**src/rtl/seq_gen.sv**
```systemverilog
`timescale 1ns/1ps
`default_nettype none
// ============================================================================
//  Module   : seq_gen
//  Purpose  : Serialises a WIDTH-bit payload MSB first on a single-bit stream.
//             Only the top L bits are sent, where L comes from len. Each frame
//             is followed by a one-cycle done pulse. While the frame is sent,
//             the block keeps a saturating count of 1-bits and a flag that is
//             set when the last two bits sent were both 1.
//  Revision : 1.0 - initial release
// ----------------------------------------------------------------------------
//  Parameters
//    WIDTH    : payload width in bits
//    LW       : width of len, must satisfy 2**LW > WIDTH
//  Ports
//    clk      : in  rising-edge clock
//    reset    : in  asynchronous active-low reset
//    start    : in  frame request, accepted in IDLE or DONE
//    data     : in  payload, captured on accept
//    len      : in  bit count, captured on accept (0 or >WIDTH means WIDTH)
//    a        : out serial bit, MSB first
//    valid    : out a carries a frame bit
//    busy     : out frame being shifted out
//    done     : out one-cycle pulse after the last bit
//    ones_cnt : out 1-bits sent in current/last frame, saturating at 3
//    run2     : out last two bits sent in this frame were both 1
// ============================================================================
module seq_gen #(
   parameter int WIDTH = 8,
   parameter int LW    = 4
) (
   input  logic             clk,
   input  logic             reset,
   input  logic             start,
   input  logic [WIDTH-1:0] data,
   input  logic [LW-1:0]    len,
   output logic             a,
   output logic             valid,
   output logic             busy,
   output logic             done,
   output logic [1:0]       ones_cnt,
   output logic             run2
);

   typedef enum logic [1:0] {
      ST_IDLE  = 2'd0,
      ST_SHIFT = 2'd1,
      ST_DONE  = 2'd2
   } state_t;

   localparam logic [LW-1:0] C_WIDTH_L = LW'(WIDTH);
   localparam logic [LW-1:0] C_ONE_L   = LW'(1);

   state_t           r_state;
   logic [WIDTH-1:0] r_sr;      // remaining bits; MSB is the next bit to send
   logic [LW-1:0]    r_cnt;     // bits still to send, including the one on a
   logic             r_a;
   logic             r_valid;
   logic             r_busy;
   logic             r_done;
   logic [1:0]       r_ones;
   logic             r_run2;
   logic             r_last;    // previous bit of this frame, for run2

   logic [LW-1:0]    w_len_eff;

   // Zero and out-of-range lengths both select a full-width frame.
   assign w_len_eff = ((len == '0) || (len > C_WIDTH_L)) ? C_WIDTH_L : len;

   // The first bit is placed on a at the accepting edge itself, so the shift
   // register is loaded already advanced by one position. This gives the
   // one-cycle latency without any combinational path from inputs to a.
   always_ff @(posedge clk or negedge reset) begin
      if (!reset) begin
         r_state <= ST_IDLE;
         r_sr    <= '0;
         r_cnt   <= '0;
         r_a     <= 1'b0;
         r_valid <= 1'b0;
         r_busy  <= 1'b0;
         r_done  <= 1'b0;
         r_ones  <= 2'd0;
         r_run2  <= 1'b0;
         r_last  <= 1'b0;
      end else begin
         case (r_state)
            ST_IDLE, ST_DONE: begin
               r_done <= 1'b0;
               if (start) begin
                  r_state <= ST_SHIFT;
                  r_a     <= data[WIDTH-1];
                  r_sr    <= {data[WIDTH-2:0], 1'b0};
                  r_cnt   <= w_len_eff;
                  r_valid <= 1'b1;
                  r_busy  <= 1'b1;
                  r_ones  <= 2'd0;
                  r_run2  <= 1'b0;
                  r_last  <= 1'b0;
               end else begin
                  r_state <= ST_IDLE;
               end
            end

            ST_SHIFT: begin
               // Account for the bit currently on a; it is sent this cycle.
               if (r_a && (r_ones != 2'd3))
                  r_ones <= r_ones + 2'd1;
               r_run2 <= r_a & r_last;
               r_last <= r_a;

               if (r_cnt == C_ONE_L) begin
                  r_state <= ST_DONE;
                  r_cnt   <= '0;
                  r_a     <= 1'b0;
                  r_valid <= 1'b0;
                  r_busy  <= 1'b0;
                  r_done  <= 1'b1;
               end else begin
                  r_a   <= r_sr[WIDTH-1];
                  r_sr  <= {r_sr[WIDTH-2:0], 1'b0};
                  r_cnt <= r_cnt - C_ONE_L;
               end
            end

            default: begin
               r_state <= ST_IDLE;
               r_a     <= 1'b0;
               r_valid <= 1'b0;
               r_busy  <= 1'b0;
               r_done  <= 1'b0;
            end
         endcase
      end
   end

   assign a        = r_a;
   assign valid    = r_valid;
   assign busy     = r_busy;
   assign done     = r_done;
   assign ones_cnt = r_ones;
   assign run2     = r_run2;

endmodule
`default_nettype wire

```
**config.mk**
```make
export PLATFORM = sky130hd
export DESIGN_NAME = seq_gen
export DESIGN_NICKNAME = d
export VERILOG_FILES = /design/src/rtl/seq_gen.sv
export SDC_FILE = /design/constraint.sdc
export NUM_CORES = 1
export LEC_CHECK = 0
export BUFFER_PORTS_ARGS = -buffer_cell sky130_fd_sc_hd__clkbuf_2
export CAP_MARGIN = 0
export CORE_UTILIZATION = 45
export DETAILED_ROUTE_END_ITERATION = 10
export GPL_ROUTABILITY_DRIVEN = 0
export GPL_TIMING_DRIVEN = 0
export PLACE_DENSITY = 0.68
export SKIP_CTS_REPAIR_TIMING = 1
export SYNTH_ARGS = -nofsm -noshare
export SYNTH_HDL_FRONTEND = slang
export SYNTH_SLANG_ARGS = --single-unit
```
**constraint.sdc**
```tcl
create_clock -name clk -period 1.7 [get_ports clk]
set_input_delay 0.085 -clock clk [delete_from_list [all_inputs] [get_ports clk]]
set_output_delay 0.085 -clock clk [all_outputs]
set_load 0.05 [all_outputs]
```
==> results of run 1 <==
==> kinds of logic (layout without fill, tap and decap cells) <==
family / count (synthesis) / after routing / share of synthesized area (%)
AO/OA/AOI/OAI: 14 / 14 / 9.80
flip-flops: 19 / 19 / 47.7
buffers and inverters: 8 / 34 / 4.90
AND/OR/NAND/NOR: 23 / 23 / 15.3
multiplexers: 16 / 16 / 18.5
adder cells (fa/ha/maj): 3 / 3 / 3.77
==> synth_stat cells <==
cell type,count
sky130_fd_sc_hd__o21ai_0,4
sky130_fd_sc_hd__dfrtp_1,19
sky130_fd_sc_hd__o21ai_2,1
sky130_fd_sc_hd__a22o_1,1
sky130_fd_sc_hd__mux2_2,11
sky130_fd_sc_hd__nor2_1,3
sky130_fd_sc_hd__and2b_1,1
sky130_fd_sc_hd__o32ai_1,1
sky130_fd_sc_hd__a211o_1,1
sky130_fd_sc_hd__nor4b_1,1
sky130_fd_sc_hd__nand2_1,6
sky130_fd_sc_hd__a211oi_1,1
sky130_fd_sc_hd__nor2b_4,1
sky130_fd_sc_hd__inv_1,5
sky130_fd_sc_hd__buf_4,1
sky130_fd_sc_hd__nand3_1,1
sky130_fd_sc_hd__a32o_1,1
sky130_fd_sc_hd__o221ai_1,1
sky130_fd_sc_hd__nor3b_1,2
sky130_fd_sc_hd__o22ai_1,1
sky130_fd_sc_hd__ha_1,3
sky130_fd_sc_hd__mux2_4,2
sky130_fd_sc_hd__nand2b_1,2
sky130_fd_sc_hd__buf_6,2
sky130_fd_sc_hd__mux2i_1,3
sky130_fd_sc_hd__or3b_2,1
sky130_fd_sc_hd__nor3_1,2
sky130_fd_sc_hd__and4bb_2,3
sky130_fd_sc_hd__a21oi_1,2
==> flip-flops by register name (all words and copies together) (netlist names) <==
| name | flops |
|---|---|
| r_cnt | 4 |
| r_state | 1 |
| ones_cnt | 2 |
| r_sr | 7 |
| a | 1 |
| r_last | 1 |
| busy | 1 |
| done | 1 |
| run2 | 1 |
==> layout make-up <==
class | instances | area share [%]
repair buffers | 22 | 9.71
clock buffers | 3 | 1.90
multi-input cells | 56 | 40.9
well taps | 27 | 2.85
flip-flops and latches | 19 | 40.1
inverters | 5 | 1.58
plain buffers | 3 | 2.53
clock inverters | 1 | 0.422
==> per-layer routing <==
layer / track usage [%] / wire length (um)
met1: 22.9 / 905
met2: 28.5 / 891
met3: 5.61 / 92
met4: 5.88 / 13
met5: 0 / 0
==> worst max path at each step <==
| stage | start | slack (ns) | depth (start not counted) | to |
|---|---|---|---|---|
| final | r_cnt[0]$_DFFE_PN0P_ | 0.09 | 4 | r_sr[4]$_DFFE_PN0P_ |
| after global placement | r_cnt[1]$_DFFE_PN0P_ | -0.001 | 5 | r_sr[6]$_DFFE_PN0P_ |
| after detailed placement | r_cnt[1]$_DFFE_PN0P_ | -0.003 | 5 | r_sr[6]$_DFFE_PN0P_ |
| after global routing | r_cnt[1]$_DFFE_PN0P_ | 0.03 | 5 | r_sr[4]$_DFFE_PN0P_ |
| after floorplan | done$_DFFE_PN0P_ | 0.006 | 3 | r_sr[2]$_DFFE_PN0P_ |
| after CTS | r_cnt[1]$_DFFE_PN0P_ | -0.04 | 5 | r_sr[6]$_DFFE_PN0P_ |
==> worst register-to-register path, cell delays in order (launching register included) <==
cell	delay [ns]
sky130_fd_sc_hd__dfrtp_1	0.44
sky130_fd_sc_hd__ha_1	0.23
sky130_fd_sc_hd__nor3b_2	0.19
sky130_fd_sc_hd__o21ai_4	0.27
sky130_fd_sc_hd__mux2_2	0.38
==> power groups by stage <==
stage / Clock [mW] / Combinational, mW / Sequential (mW)
floorplan: 0 / 0.822 / 0.991
global route: 0.259 / 1.37 / 0.870
detailed placement: 0 / 1.23 / 0.847
finish: 0.235 / 1.25 / 0.847
CTS: 0.245 / 1.24 / 0.838
global placement: 0 / 1.20 / 0.834
==> through the flow <==
step	instance area (um^2)	std cells	worst slack, ns	hold WS [ns]
floorplan	996	83	0.00606	-0.211
global placement	1130	131	-0.00146	0.0641
detailed placement	1130	131	-0.00298	0.0674
CTS	1160	135	-0.0376	-0.277
global route	1180	136	0.0255	0.0145
finish	1180	136	0.0865	-0.0143
==> run_summary.xml, run 1 <==
<?xml version="1.0" encoding="UTF-8"?>
<metrics>
  <group name="run_status">
    <metric name="result_of_the_run" unit="">complete, but fails checks</metric>
    <metric name="violated_checks" unit="">negative hold slack</metric>
  </group>
  <group name="power_and_ir_drop">
    <metric name="p_sw_share" unit="%">42.2</metric>
    <metric name="cell_internal_pwr" unit="mW">1.35</metric>
    <metric name="power_frac_clock" unit="%">10.1</metric>
    <metric name="power.share.sequential" unit="%">36.3</metric>
    <metric name="power.density" unit="nW/um^2">1970</metric>
    <metric name="combPwrFrac" unit="%">53.6</metric>
    <metric name="static_leakage_power" unit="nW">0.583</metric>
    <metric name="net-switching-power" unit="mW">0.984</metric>
    <metric name="power.ir.vdd_worst" unit="uV">964</metric>
    <metric name="fin_total_pwr" unit="mW">2.33</metric>
  </group>
  <group name="synth">
    <metric name="yosys.area.top_type" unit="">sky130_fd_sc_hd__dfrtp_1</metric>
    <metric name="synth_sequential_area_ratio" unit="%">47.7</metric>
    <metric name="ys_types" unit="">29</metric>
    <metric name="synth-warning-count" unit="">0</metric>
    <metric name="top_area_cells_in_the_synthesized_netlist" unit="">sky130_fd_sc_hd__dfrtp_1 48%, sky130_fd_sc_hd__mux2_2 12%, sky130_fd_sc_hd__and4bb_2 3.8%</metric>
    <metric name="synth.avg_cell_area" unit="um^2">12.0</metric>
    <metric name="number_of_synthesized_register_bits" unit="">19</metric>
    <metric name="syn-num-nets" unit="">101</metric>
    <metric name="post_synthesis_cells" unit="">83</metric>
    <metric name="synth_area" unit="um^2">996</metric>
    <metric name="synth.top_cell.area_share" unit="%">47.7</metric>
  </group>
  <group name="cells_and_area">
    <metric name="syn2layout_area_growth" unit="%">19.0</metric>
    <metric name="ff_latch_area" unit="um^2">475</metric>
    <metric name="layout.cells.most_common" unit="">sky130_fd_sc_hd__clkbuf_2</metric>
    <metric name="drive_gt1_share" unit="%">44.0</metric>
    <metric name="multiInputGateArea" unit="um^2">484</metric>
    <metric name="final_core_utilization" unit="%">58.6</metric>
    <metric name="layout.cells.most_common_list" unit="">21 x sky130_fd_sc_hd__clkbuf_2, 19 x sky130_fd_sc_hd__dfrtp_1, 11 x sky130_fd_sc_hd__mux2_2</metric>
    <metric name="n_fill_cell" unit="">174</metric>
    <metric name="final_net_count" unit="">128</metric>
    <metric name="antenna-diode-count" unit="">0</metric>
  </group>
  <group name="timing">
    <metric name="skew" unit="ns">0.00104</metric>
    <metric name="timing_max_transition_violations_final" unit="">0</metric>
    <metric name="setup_violations" unit="">0</metric>
    <metric name="final_period_minus_worst_setup_slack" unit="ns">1.61</metric>
    <metric name="rsz0062_at_grt" unit="">false</metric>
    <metric name="max_clock_freq" unit="GHz">0.620</metric>
    <metric name="worstMarginPinSlew" unit="ns">0.488</metric>
    <metric name="timing_hold_violations_final" unit="">1</metric>
    <metric name="final.period_utilization" unit="%">94.9</metric>
    <metric name="holdWs" unit="ns">-0.0143</metric>
    <metric name="relative_slew_slack" unit="%">67.5</metric>
    <metric name="setup_total_negative_slack" unit="ns">0</metric>
  </group>
  <group name="grt">
    <metric name="first_pass_grt_wire_length" unit="mm">3.17</metric>
    <metric name="antenna_found_initial" unit="">0</metric>
    <metric name="first_global_vias" unit="">686</metric>
    <metric name="grt_remaining_overflow" unit="">0</metric>
    <metric name="grtUsageTotal" unit="%">17.8</metric>
    <metric name="grt_max_degree" unit="">20</metric>
  </group>
  <group name="placed_design">
    <metric name="hpwl" unit="mm">1.37</metric>
    <metric name="port-buffer-count" unit="">21</metric>
  </group>
  <group name="drt">
    <metric name="dr.first_iter.drc_count" unit="">14</metric>
    <metric name="antenna_violating_nets_post_route" unit="">0</metric>
    <metric name="route.detailed.drc" unit="">0</metric>
    <metric name="viasPerCell" unit="">5.37</metric>
    <metric name="route.final.wire_length" unit="mm">1.90</metric>
    <metric name="routedWlPerCell" unit="um">14.0</metric>
    <metric name="vias" unit="">730</metric>
    <metric name="drtPass1Iterations" unit="">4</metric>
  </group>
  <group name="hold_path">
    <metric name="min_delay_worst_endpoint" unit="">r_sr[1]$_DFFE_PN0P_</metric>
    <metric name="hold_path_start" unit="">data[0]</metric>
    <metric name="holdPathStages" unit="">3</metric>
    <metric name="min_delay_path_class" unit="">in2reg</metric>
  </group>
  <group name="clock_network">
    <metric name="clock_path_buffers" unit="">2</metric>
    <metric name="tritoncts_num_sinks" unit="">19</metric>
    <metric name="htree_num_levels" unit="">1</metric>
    <metric name="cts.root.buffer_cell" unit="">sky130_fd_sc_hd__clkbuf_4</metric>
    <metric name="cts_inserted_buffers" unit="">3</metric>
    <metric name="cts.reportedPaths.clkPinSlew" unit="ns">0.11</metric>
    <metric name="tritoncts_clock_tree" unit="">done</metric>
    <metric name="worstSkewPairLatency" unit="ns">0.30</metric>
  </group>
  <group name="worst_setup_path">
    <metric name="r2r-start" unit="">r_cnt[0]$_DFFE_PN0P_</metric>
    <metric name="wp_data_arrival" unit="ns">1.81</metric>
    <metric name="setup.worst_path.class" unit="">reg2reg</metric>
    <metric name="critPathTopFamily" unit="">flip-flops</metric>
    <metric name="reg2reg_slack" unit="ns">0.09</metric>
    <metric name="timing.rr.end" unit="">r_sr[4]$_DFFE_PN0P_</metric>
    <metric name="worst-endpoint-required" unit="ns">1.90</metric>
    <metric name="crit_slowest_cell" unit="">sky130_fd_sc_hd__dfrtp_1</metric>
    <metric name="crit_path_max_incr_delay" unit="ns">0.44</metric>
    <metric name="worstPathMaxFanout" unit="">8</metric>
    <metric name="crit_path_cell_trace" unit="">ha_1 -&gt; nor3b_2 -&gt; o21ai_4 -&gt; mux2_2</metric>
    <metric name="reg2regPathDepth" unit="">4</metric>
    <metric name="start_kind" unit="">register</metric>
    <metric name="critPathBufInv" unit="">0</metric>
    <metric name="worst_setup_path_end_kind" unit="">register</metric>
  </group>
  <group name="floorplan">
    <metric name="dieWidth" unit="um">49.0</metric>
    <metric name="floorplan.die_area" unit="um^2">2410</metric>
    <metric name="core_area" unit="um^2">2020</metric>
    <metric name="floorplan.die.height" unit="um">49.0</metric>
    <metric name="io_pins" unit="">22</metric>
    <metric name="num_rows" unit="">16</metric>
    <metric name="initial_core_util" unit="%">49.3</metric>
  </group>
  <group name="run">
    <metric name="max_cap_violations" unit="">0</metric>
  </group>
</metrics>
Power figures use the tool's default switching activity.
==> run 2: changes to the inputs <==
--- a/config.mk
+++ b/config.mk
@@ -7,11 +7,11 @@
 export LEC_CHECK = 0
 export BUFFER_PORTS_ARGS = -buffer_cell sky130_fd_sc_hd__clkbuf_2
 export CAP_MARGIN = 0
-export CORE_UTILIZATION = 45
+export CORE_UTILIZATION = 52
 export DETAILED_ROUTE_END_ITERATION = 10
 export GPL_ROUTABILITY_DRIVEN = 0
 export GPL_TIMING_DRIVEN = 0
-export PLACE_DENSITY = 0.68
+export PLACE_DENSITY = 0.77
 export SKIP_CTS_REPAIR_TIMING = 1
 export SYNTH_ARGS = -nofsm -noshare
 export SYNTH_HDL_FRONTEND = slang
==> run 2 against run 1 <==
  * The flow now finishes without violations
  * Sequential power decreased by 0.8%
  * Highest routed layer unchanged
  * Power increased by 0.35%
  * Sequential share of layout area increased by 0.15 points
  * Cell count decreased by 1.5%
  * Largest cell class unchanged
  * Non-clock buffer count unchanged
  * Register-to-register slack about the same
  * Clock-buffer cell count unchanged
==> run_summary.xml, run 2 (synthesis gave the netlist of run 1 again) <==
<?xml version="1.0" encoding="UTF-8"?>
<metrics>
  <group name="run_status">
    <metric name="result_of_the_run" unit="">completed</metric>
  </group>
  <group name="cells_and_area">
    <metric name="layout.cells.most_common" unit="">sky130_fd_sc_hd__clkbuf_2</metric>
    <metric name="antenna-diode-count" unit="">0</metric>
    <metric name="ff_latch_area" unit="um^2">477</metric>
    <metric name="drive_gt1_share" unit="%">45.0</metric>
    <metric name="n_fill_cell" unit="">153</metric>
    <metric name="syn2layout_area_growth" unit="%">18.8</metric>
    <metric name="largest_register_ffs" unit="">7</metric>
    <metric name="multiInputGateArea" unit="um^2">484</metric>
    <metric name="finalInstanceArea" unit="um^2">1180</metric>
    <metric name="layout.cells.most_common_list" unit="">21 x sky130_fd_sc_hd__clkbuf_2, 18 x sky130_fd_sc_hd__dfrtp_1, 11 x sky130_fd_sc_hd__mux2_2</metric>
    <metric name="regMostFlops" unit="">r_sr</metric>
    <metric name="final_net_count" unit="">128</metric>
  </group>
  <group name="drt">
    <metric name="route.final.wire_length" unit="mm">1.90</metric>
    <metric name="route.detailed.drc" unit="">0</metric>
    <metric name="dr.first_iter.drc_count" unit="">9</metric>
    <metric name="vias" unit="">732</metric>
    <metric name="drtPass1Iterations" unit="">4</metric>
    <metric name="antenna_violating_nets_post_route" unit="">0</metric>
    <metric name="detailroute.wirelength.met2" unit="um">888</metric>
    <metric name="top_layer" unit="">met4</metric>
    <metric name="routedWlPerCell" unit="um">14.2</metric>
    <metric name="met3_wirelength" unit="um">101</metric>
    <metric name="viasPerCell" unit="">5.46</metric>
    <metric name="routedLengthMet1" unit="um">893</metric>
  </group>
  <group name="placed_design">
    <metric name="place_worst_setup_slack" unit="ns">-0.0325</metric>
    <metric name="place_area" unit="um^2">1130</metric>
    <metric name="port-buffer-count" unit="">21</metric>
    <metric name="hpwl" unit="mm">1.40</metric>
  </group>
  <group name="clock_network">
    <metric name="cts.root.buffer_cell" unit="">sky130_fd_sc_hd__clkbuf_4</metric>
    <metric name="clock_path_buffers" unit="">2</metric>
    <metric name="htree_num_levels" unit="">1</metric>
    <metric name="tritoncts_clock_tree" unit="">done</metric>
    <metric name="cts_inserted_buffers" unit="">3</metric>
    <metric name="worstSkewPairLatency" unit="ns">0.30</metric>
    <metric name="tritoncts_num_sinks" unit="">19</metric>
    <metric name="cts.reportedPaths.clkPinSlew" unit="ns">0.11</metric>
  </group>
  <group name="run">
    <metric name="max_cap_violations" unit="">0</metric>
  </group>
  <group name="timing">
    <metric name="final.period_utilization" unit="%">95.1</metric>
    <metric name="max_clock_freq" unit="GHz">0.619</metric>
    <metric name="setup_violations" unit="">0</metric>
    <metric name="relative_slew_slack" unit="%">68.8</metric>
    <metric name="worst_path_setup_slack_after_routing" unit="ns">0.0837</metric>
    <metric name="timing_hold_violations_final" unit="">0</metric>
    <metric name="skew" unit="ns">0.00130</metric>
    <metric name="timing_max_transition_violations_final" unit="">0</metric>
    <metric name="worstMarginPinSlew" unit="ns">0.469</metric>
    <metric name="final_period_minus_worst_setup_slack" unit="ns">1.62</metric>
    <metric name="setup_total_negative_slack" unit="ns">0</metric>
    <metric name="rsz0062_at_grt" unit="">false</metric>
    <metric name="holdWs" unit="ns">0.0164</metric>
  </group>
  <group name="worst_setup_path">
    <metric name="setup.worst_path.class" unit="">reg2reg</metric>
    <metric name="worst-endpoint-required" unit="ns">1.90</metric>
    <metric name="critPathBufInv" unit="">0</metric>
    <metric name="wp_data_arrival" unit="ns">1.81</metric>
    <metric name="crit_path_cell_trace" unit="">ha_1 -&gt; nor3b_2 -&gt; o21ai_4 -&gt; mux2_2</metric>
    <metric name="worst_setup_path_endpoint" unit="">r_sr[7]$_DFFE_PN0P_</metric>
    <metric name="reg2reg_slack" unit="ns">0.08</metric>
    <metric name="timing.rr.end" unit="">r_sr[7]$_DFFE_PN0P_</metric>
    <metric name="worstPathMaxFanout" unit="">8</metric>
    <metric name="crit_path_max_incr_delay" unit="ns">0.44</metric>
    <metric name="critPathTopFamily" unit="">flip-flops</metric>
    <metric name="reg2regPathDepth" unit="">4</metric>
    <metric name="path_depth" unit="">4</metric>
    <metric name="start_kind" unit="">register</metric>
    <metric name="crit_slowest_cell" unit="">sky130_fd_sc_hd__dfrtp_1</metric>
    <metric name="r2r-start" unit="">r_cnt[0]$_DFFE_PN0P_</metric>
    <metric name="worst_setup_path_end_kind" unit="">register</metric>
    <metric name="critical_path.startpoint" unit="">r_cnt[0]$_DFFE_PN0P_</metric>
  </group>
  <group name="floorplan">
    <metric name="io_pins" unit="">22</metric>
    <metric name="num_rows" unit="">15</metric>
    <metric name="dieWidth" unit="um">45.8</metric>
    <metric name="floorplan.die.height" unit="um">45.8</metric>
    <metric name="floorplan.die_area" unit="um^2">2090</metric>
    <metric name="initial_core_util" unit="%">56.5</metric>
    <metric name="core_area" unit="um^2">1760</metric>
  </group>
  <group name="power_and_ir_drop">
    <metric name="static_leakage_power" unit="nW">0.583</metric>
    <metric name="power.density" unit="nW/um^2">1980</metric>
    <metric name="fin_total_pwr" unit="mW">2.34</metric>
    <metric name="power.ir.vdd_worst" unit="uV">1190</metric>
  </group>
  <group name="grt">
    <metric name="grt_max_degree" unit="">20</metric>
    <metric name="grt_remaining_overflow" unit="">0</metric>
    <metric name="grtUsageTotal" unit="%">21.4</metric>
    <metric name="first_pass_grt_wire_length" unit="mm">3.15</metric>
    <metric name="antenna_found_initial" unit="">0</metric>
    <metric name="first_global_vias" unit="">718</metric>
  </group>
  <group name="hold_path">
    <metric name="min_delay_path_class" unit="">in2reg</metric>
  </group>
</metrics>
-- run 2: cell counts in the layout (fill, tap and decap cells not counted) --
Identical to the previous run, type by type.
-- run 2: tightest hold or removal path, cell delays in order --
cell and delay [ns]:
sky130_fd_sc_hd__clkbuf_2 0.08, sky130_fd_sc_hd__nand2_1 0.04, sky130_fd_sc_hd__o21ai_0 0.08
-- run 2: layer usage --
layer  track usage, %  vias up
li1                 -      352
met1             28.9      353
met2             34.9       23
met3             3.57        4
met4             7.06        0
met5                0        -
-- run 2: cell type report --
type | count | area share (%)
inverter | 5 | 1.59
sequential | 19 | 40.3
multi-input combinational | 56 | 40.9
buffer | 3 | 2.54
tap | 25 | 2.64
clock buffer | 3 | 1.90
clock inverter | 1 | 0.423
timing repair buffer | 22 | 9.73
-- run 2: worst min path at each step --
| stage | cells after the start | slack [ns] | to | startpoint |
|---|---|---|---|---|
| 3_3_place_gp | 1 | 0.07 | r_cnt[2]$_DFFE_PN0P_ | reset |
| 2_1_floorplan | 0 | -0.21 | a$_DFFE_PN0P_ | reset |
| 4_1_cts | 1 | -0.27 | r_state[0]$_DFFE_PN0P_ | reset |
| 5_1_grt | 3 | 0.005 | r_sr[1]$_DFFE_PN0P_ | data[0] |
| 6_report | 3 | 0.02 | r_sr[1]$_DFFE_PN0P_ | data[0] |
| 3_5_place_dp | 1 | 0.06 | busy$_DFFE_PN0P_ | reset |
-- run 2: report_power, final --
part | internal (mW) | switching, mW | leakage (nW)
logic | 0.600 | 0.667 | 0.333
clock network | 0.0878 | 0.145 | 0.0177
registers | 0.666 | 0.174 | 0.231
total | 1.35 | 0.987 | 0.583
-- run 2: stage by stage --
| step | util, % | instances |
|---|---|---|
| after floorplan | - | 83 |
| after global placement | 64.2 | 129 |
| after detailed placement | 64.2 | 129 |
| after CTS | 65.7 | 133 |
| after global routing | 67.1 | 134 |
| final | 67.1 | 134 |
==> run 3: changes to the inputs <==
--- a/config.mk
+++ b/config.mk
@@ -5,9 +5,10 @@
 export SDC_FILE = /design/constraint.sdc
 export NUM_CORES = 1
 export LEC_CHECK = 0
+export ABC_AREA = 1
 export BUFFER_PORTS_ARGS = -buffer_cell sky130_fd_sc_hd__clkbuf_2
 export CAP_MARGIN = 0
-export CORE_UTILIZATION = 52
+export CORE_UTILIZATION = 53
 export DETAILED_ROUTE_END_ITERATION = 10
 export GPL_ROUTABILITY_DRIVEN = 0
 export GPL_TIMING_DRIVEN = 0
==> run 3 against run 2 <==
  * The flow now finishes with violations (design-rule violations)
  * Fmax increased by 20%
  * Area after synthesis increased by 9.8%
  * Register-to-register slack improved by 0.27 ns
  * Global-route usage decreased by 0.57 points
  * Die area increased by 7.4%
  * Combinational power increased by 26%
==> run_summary.xml, run 3 <==
<?xml version="1.0" encoding="UTF-8"?>
<metrics>
  <group name="run_status">
    <metric name="result_of_the_run" unit="">complete, but fails checks</metric>
    <metric name="violated_checks" unit="">design-rule violations</metric>
  </group>
  <group name="power_and_ir_drop">
    <metric name="combPwrFrac" unit="%">61.1</metric>
    <metric name="power.ir.vdd_worst" unit="uV">1060</metric>
    <metric name="power.share.sequential" unit="%">29.8</metric>
    <metric name="cell_internal_pwr" unit="mW">1.31</metric>
    <metric name="net-switching-power" unit="mW">1.30</metric>
    <metric name="fin_total_pwr" unit="mW">2.61</metric>
    <metric name="power.density" unit="nW/um^2">2040</metric>
    <metric name="power_frac_clock" unit="%">9.1</metric>
    <metric name="static_leakage_power" unit="nW">0.678</metric>
    <metric name="p_sw_share" unit="%">49.9</metric>
  </group>
  <group name="drt">
    <metric name="antenna_violating_nets_post_route" unit="">0</metric>
    <metric name="dr.first_iter.drc_count" unit="">20</metric>
    <metric name="top_layer" unit="">met4</metric>
    <metric name="detailroute.wirelength.met2" unit="mm">1.05</metric>
    <metric name="route.final.wire_length" unit="mm">2.13</metric>
    <metric name="drtPass1Iterations" unit="">7</metric>
    <metric name="vias" unit="">925</metric>
    <metric name="routedWlPerCell" unit="um">11.6</metric>
    <metric name="routedLengthMet1" unit="um">937</metric>
    <metric name="met3_wirelength" unit="um">90</metric>
    <metric name="viasPerCell" unit="">5.03</metric>
    <metric name="route.detailed.drc" unit="">1</metric>
  </group>
  <group name="timing">
    <metric name="max_clock_freq" unit="GHz">0.744</metric>
    <metric name="skew" unit="ns">0.00238</metric>
    <metric name="worstMarginPinSlew" unit="ns">0.475</metric>
    <metric name="timing_max_transition_violations_final" unit="">0</metric>
    <metric name="setup_violations" unit="">0</metric>
    <metric name="rsz0062_at_grt" unit="">false</metric>
    <metric name="setup_total_negative_slack" unit="ns">0</metric>
    <metric name="relative_slew_slack" unit="%">68.3</metric>
    <metric name="final_period_minus_worst_setup_slack" unit="ns">1.34</metric>
    <metric name="timing_hold_violations_final" unit="">0</metric>
    <metric name="worst_path_setup_slack_after_routing" unit="ns">0.357</metric>
    <metric name="final.period_utilization" unit="%">79.0</metric>
  </group>
  <group name="synth">
    <metric name="synth_sequential_area_ratio" unit="%">43.5</metric>
    <metric name="synth-main-ff-cell" unit="">sky130_fd_sc_hd__dfrtp_1</metric>
    <metric name="number_of_synthesized_register_bits" unit="">19</metric>
    <metric name="synth_most_common_cell" unit="">sky130_fd_sc_hd__nand2_1</metric>
    <metric name="ys_types" unit="">24</metric>
    <metric name="post_synthesis_cells" unit="">130</metric>
    <metric name="synth_area" unit="um^2">1090</metric>
    <metric name="yosys.area.top_type" unit="">sky130_fd_sc_hd__dfrtp_1</metric>
    <metric name="top_area_cells_in_the_synthesized_netlist" unit="">sky130_fd_sc_hd__dfrtp_1 43%, sky130_fd_sc_hd__nand2_1 12%, sky130_fd_sc_hd__inv_1 6.2%</metric>
    <metric name="synth.avg_cell_area" unit="um^2">8.41</metric>
    <metric name="synth.top_cell.area_share" unit="%">43.5</metric>
    <metric name="async_sr_flop_fraction" unit="%">100</metric>
    <metric name="syn-num-nets" unit="">148</metric>
    <metric name="synth_enable_flop_cells" unit="">0</metric>
    <metric name="ys_top_cells_by_count" unit="">35 x sky130_fd_sc_hd__nand2_1, 19 x sky130_fd_sc_hd__dfrtp_1, 18 x sky130_fd_sc_hd__inv_1</metric>
    <metric name="synth-warning-count" unit="">0</metric>
  </group>
  <group name="clock_network">
    <metric name="htree_num_levels" unit="">1</metric>
    <metric name="cts.reportedPaths.clkPinSlew" unit="ns">0.11</metric>
    <metric name="worstSkewPairLatency" unit="ns">0.30</metric>
    <metric name="tritoncts_clock_tree" unit="">done</metric>
    <metric name="cts.root.buffer_cell" unit="">sky130_fd_sc_hd__clkbuf_4</metric>
    <metric name="cts_inserted_buffers" unit="">3</metric>
    <metric name="tritoncts_num_sinks" unit="">19</metric>
    <metric name="clock_path_buffers" unit="">2</metric>
  </group>
  <group name="floorplan">
    <metric name="floorplan.die_area" unit="um^2">2250</metric>
    <metric name="num_rows" unit="">16</metric>
    <metric name="io_pins" unit="">22</metric>
    <metric name="initial_core_util" unit="%">56.3</metric>
    <metric name="core_area" unit="um^2">1940</metric>
    <metric name="floorplan.die.height" unit="um">47.4</metric>
    <metric name="dieWidth" unit="um">47.4</metric>
  </group>
  <group name="cells_and_area">
    <metric name="final_net_count" unit="">176</metric>
    <metric name="layout.cells.most_common_list" unit="">35 x sky130_fd_sc_hd__nand2_1, 21 x sky130_fd_sc_hd__clkbuf_2, 19 x sky130_fd_sc_hd__dfrtp_1</metric>
    <metric name="antenna-diode-count" unit="">0</metric>
    <metric name="drive_gt1_share" unit="%">30.6</metric>
    <metric name="n_fill_cell" unit="">165</metric>
    <metric name="largest_register_ffs" unit="">7</metric>
    <metric name="layout.cells.most_common" unit="">sky130_fd_sc_hd__nand2_1</metric>
    <metric name="syn2layout_area_growth" unit="%">17.0</metric>
    <metric name="multiInputGateArea" unit="um^2">497</metric>
    <metric name="regMostFlops" unit="">r_sr</metric>
    <metric name="finalInstanceArea" unit="um^2">1280</metric>
    <metric name="ff_latch_area" unit="um^2">475</metric>
  </group>
  <group name="hold_path">
    <metric name="hold_path_start" unit="">start</metric>
    <metric name="min_delay_path_class" unit="">in2reg</metric>
  </group>
  <group name="worst_setup_path">
    <metric name="worst_setup_path_end_kind" unit="">register</metric>
    <metric name="r2r-start" unit="">r_cnt[1]$_DFFE_PN0P_</metric>
    <metric name="critical_path.startpoint" unit="">r_cnt[1]$_DFFE_PN0P_</metric>
    <metric name="wp_data_arrival" unit="ns">1.55</metric>
    <metric name="worst-endpoint-required" unit="ns">1.91</metric>
    <metric name="start_kind" unit="">register</metric>
    <metric name="worstPathMaxFanout" unit="">10</metric>
    <metric name="setup.worst_path.class" unit="">reg2reg</metric>
  </group>
  <group name="run">
    <metric name="max_cap_violations" unit="">0</metric>
  </group>
  <group name="grt">
    <metric name="first_global_vias" unit="">788</metric>
    <metric name="grt_remaining_overflow" unit="">0</metric>
    <metric name="antenna_found_initial" unit="">0</metric>
    <metric name="grt_max_degree" unit="">20</metric>
    <metric name="first_pass_grt_wire_length" unit="mm">3.22</metric>
    <metric name="grtUsageTotal" unit="%">20.8</metric>
  </group>
  <group name="placed_design">
    <metric name="place_area" unit="um^2">1230</metric>
    <metric name="place_worst_setup_slack" unit="ns">0.383</metric>
    <metric name="hpwl" unit="mm">1.61</metric>
    <metric name="port-buffer-count" unit="">21</metric>
  </group>
</metrics>
## run 3: changes by cell type in the layout (fill, tap and decap cells not counted), sizes merged, moves of 6 or more
cell   previous run  this run
nand3             1         7
nor2              3         9
inv               5        20
nand2             6        41
mux2             13         0
o21ai             5        19
## run 3: cell families (layout without fill, tap and decap cells)
kind of cell / count (synthesis) / after routing / share of synthesized area (%)
AO/OA/AOI/OAI: 26 / 26 / 15.9
flip-flops: 19 / 19 / 43.5
XOR/XNOR: 1 / 1 / 0.801
buffers and inverters: 24 / 51 / 11.1
adder cells (fa/ha/maj): 3 / 3 / 3.43
AND/OR/NAND/NOR: 57 / 57 / 25.3
## run 3: metrics by stage
step	util, %	hold slack [ns]	cells
floorplan	-	-0.211	130
global placement	63.5	0.0645	178
detailed placement	63.5	0.0663	178
CTS	64.9	-0.270	182
global route	65.9	0.0914	184
finish	65.9	0.0795	184
## run 3: final timing paths
check / end / slack [ns] / cells past startpoint
worst max-delay path: r_sr[6]$_DFFE_PN0P_ / 0.36 / 8
worst min-delay path: a$_DFFE_PN0P_ / 0.08 / 4
worst max register to register: r_sr[6]$_DFFE_PN0P_ / 0.36 / 8
worst min register to register: run2$_DFFE_PN0P_ / 0.50 / 2
max in group asynchronous: run2$_DFFE_PN0P_ / 1.13 / 2
min in group asynchronous: ones_cnt[1]$_DFFE_PN0P_ / 0.25 / 2
## run 3: final cells by class
cell class | count | share of cell area, %
tap | 27 | 2.64
clock buffer | 3 | 1.76
clock inverter | 1 | 0.391
sequential | 19 | 37.1
multi-input combinational | 87 | 38.8
timing repair buffer | 23 | 9.78
buffer | 4 | 3.62
inverter | 20 | 5.87
## run 3: power groups by stage
stage	Clock, mW	Sequential, mW	Combinational, mW
after detailed placement	0	0.786	1.59
after floorplan	0	0.934	1.13
after global placement	0	0.777	1.54
after CTS	0.240	0.774	1.61
after global routing	0.252	0.797	1.77
final	0.238	0.777	1.60
## run 3: metal layers
layer | vias to the layer above | track usage (%)
met5 | - | 0
met4 | 0 | 10.9
met3 | 6 | 2.26
met2 | 31 | 35.3
met1 | 424 | 26.1
li1 | 464 | -
## run 3: worst max-delay path: stages (launching register included)
cell                      delay, ns
sky130_fd_sc_hd__dfrtp_1       0.39
sky130_fd_sc_hd__inv_1         0.10
sky130_fd_sc_hd__ha_1          0.20
sky130_fd_sc_hd__nand2_1       0.12
sky130_fd_sc_hd__nand2_4       0.11
sky130_fd_sc_hd__nand2_4       0.08
sky130_fd_sc_hd__buf_12        0.15
sky130_fd_sc_hd__nand2_2       0.05
sky130_fd_sc_hd__o21ai_2       0.05
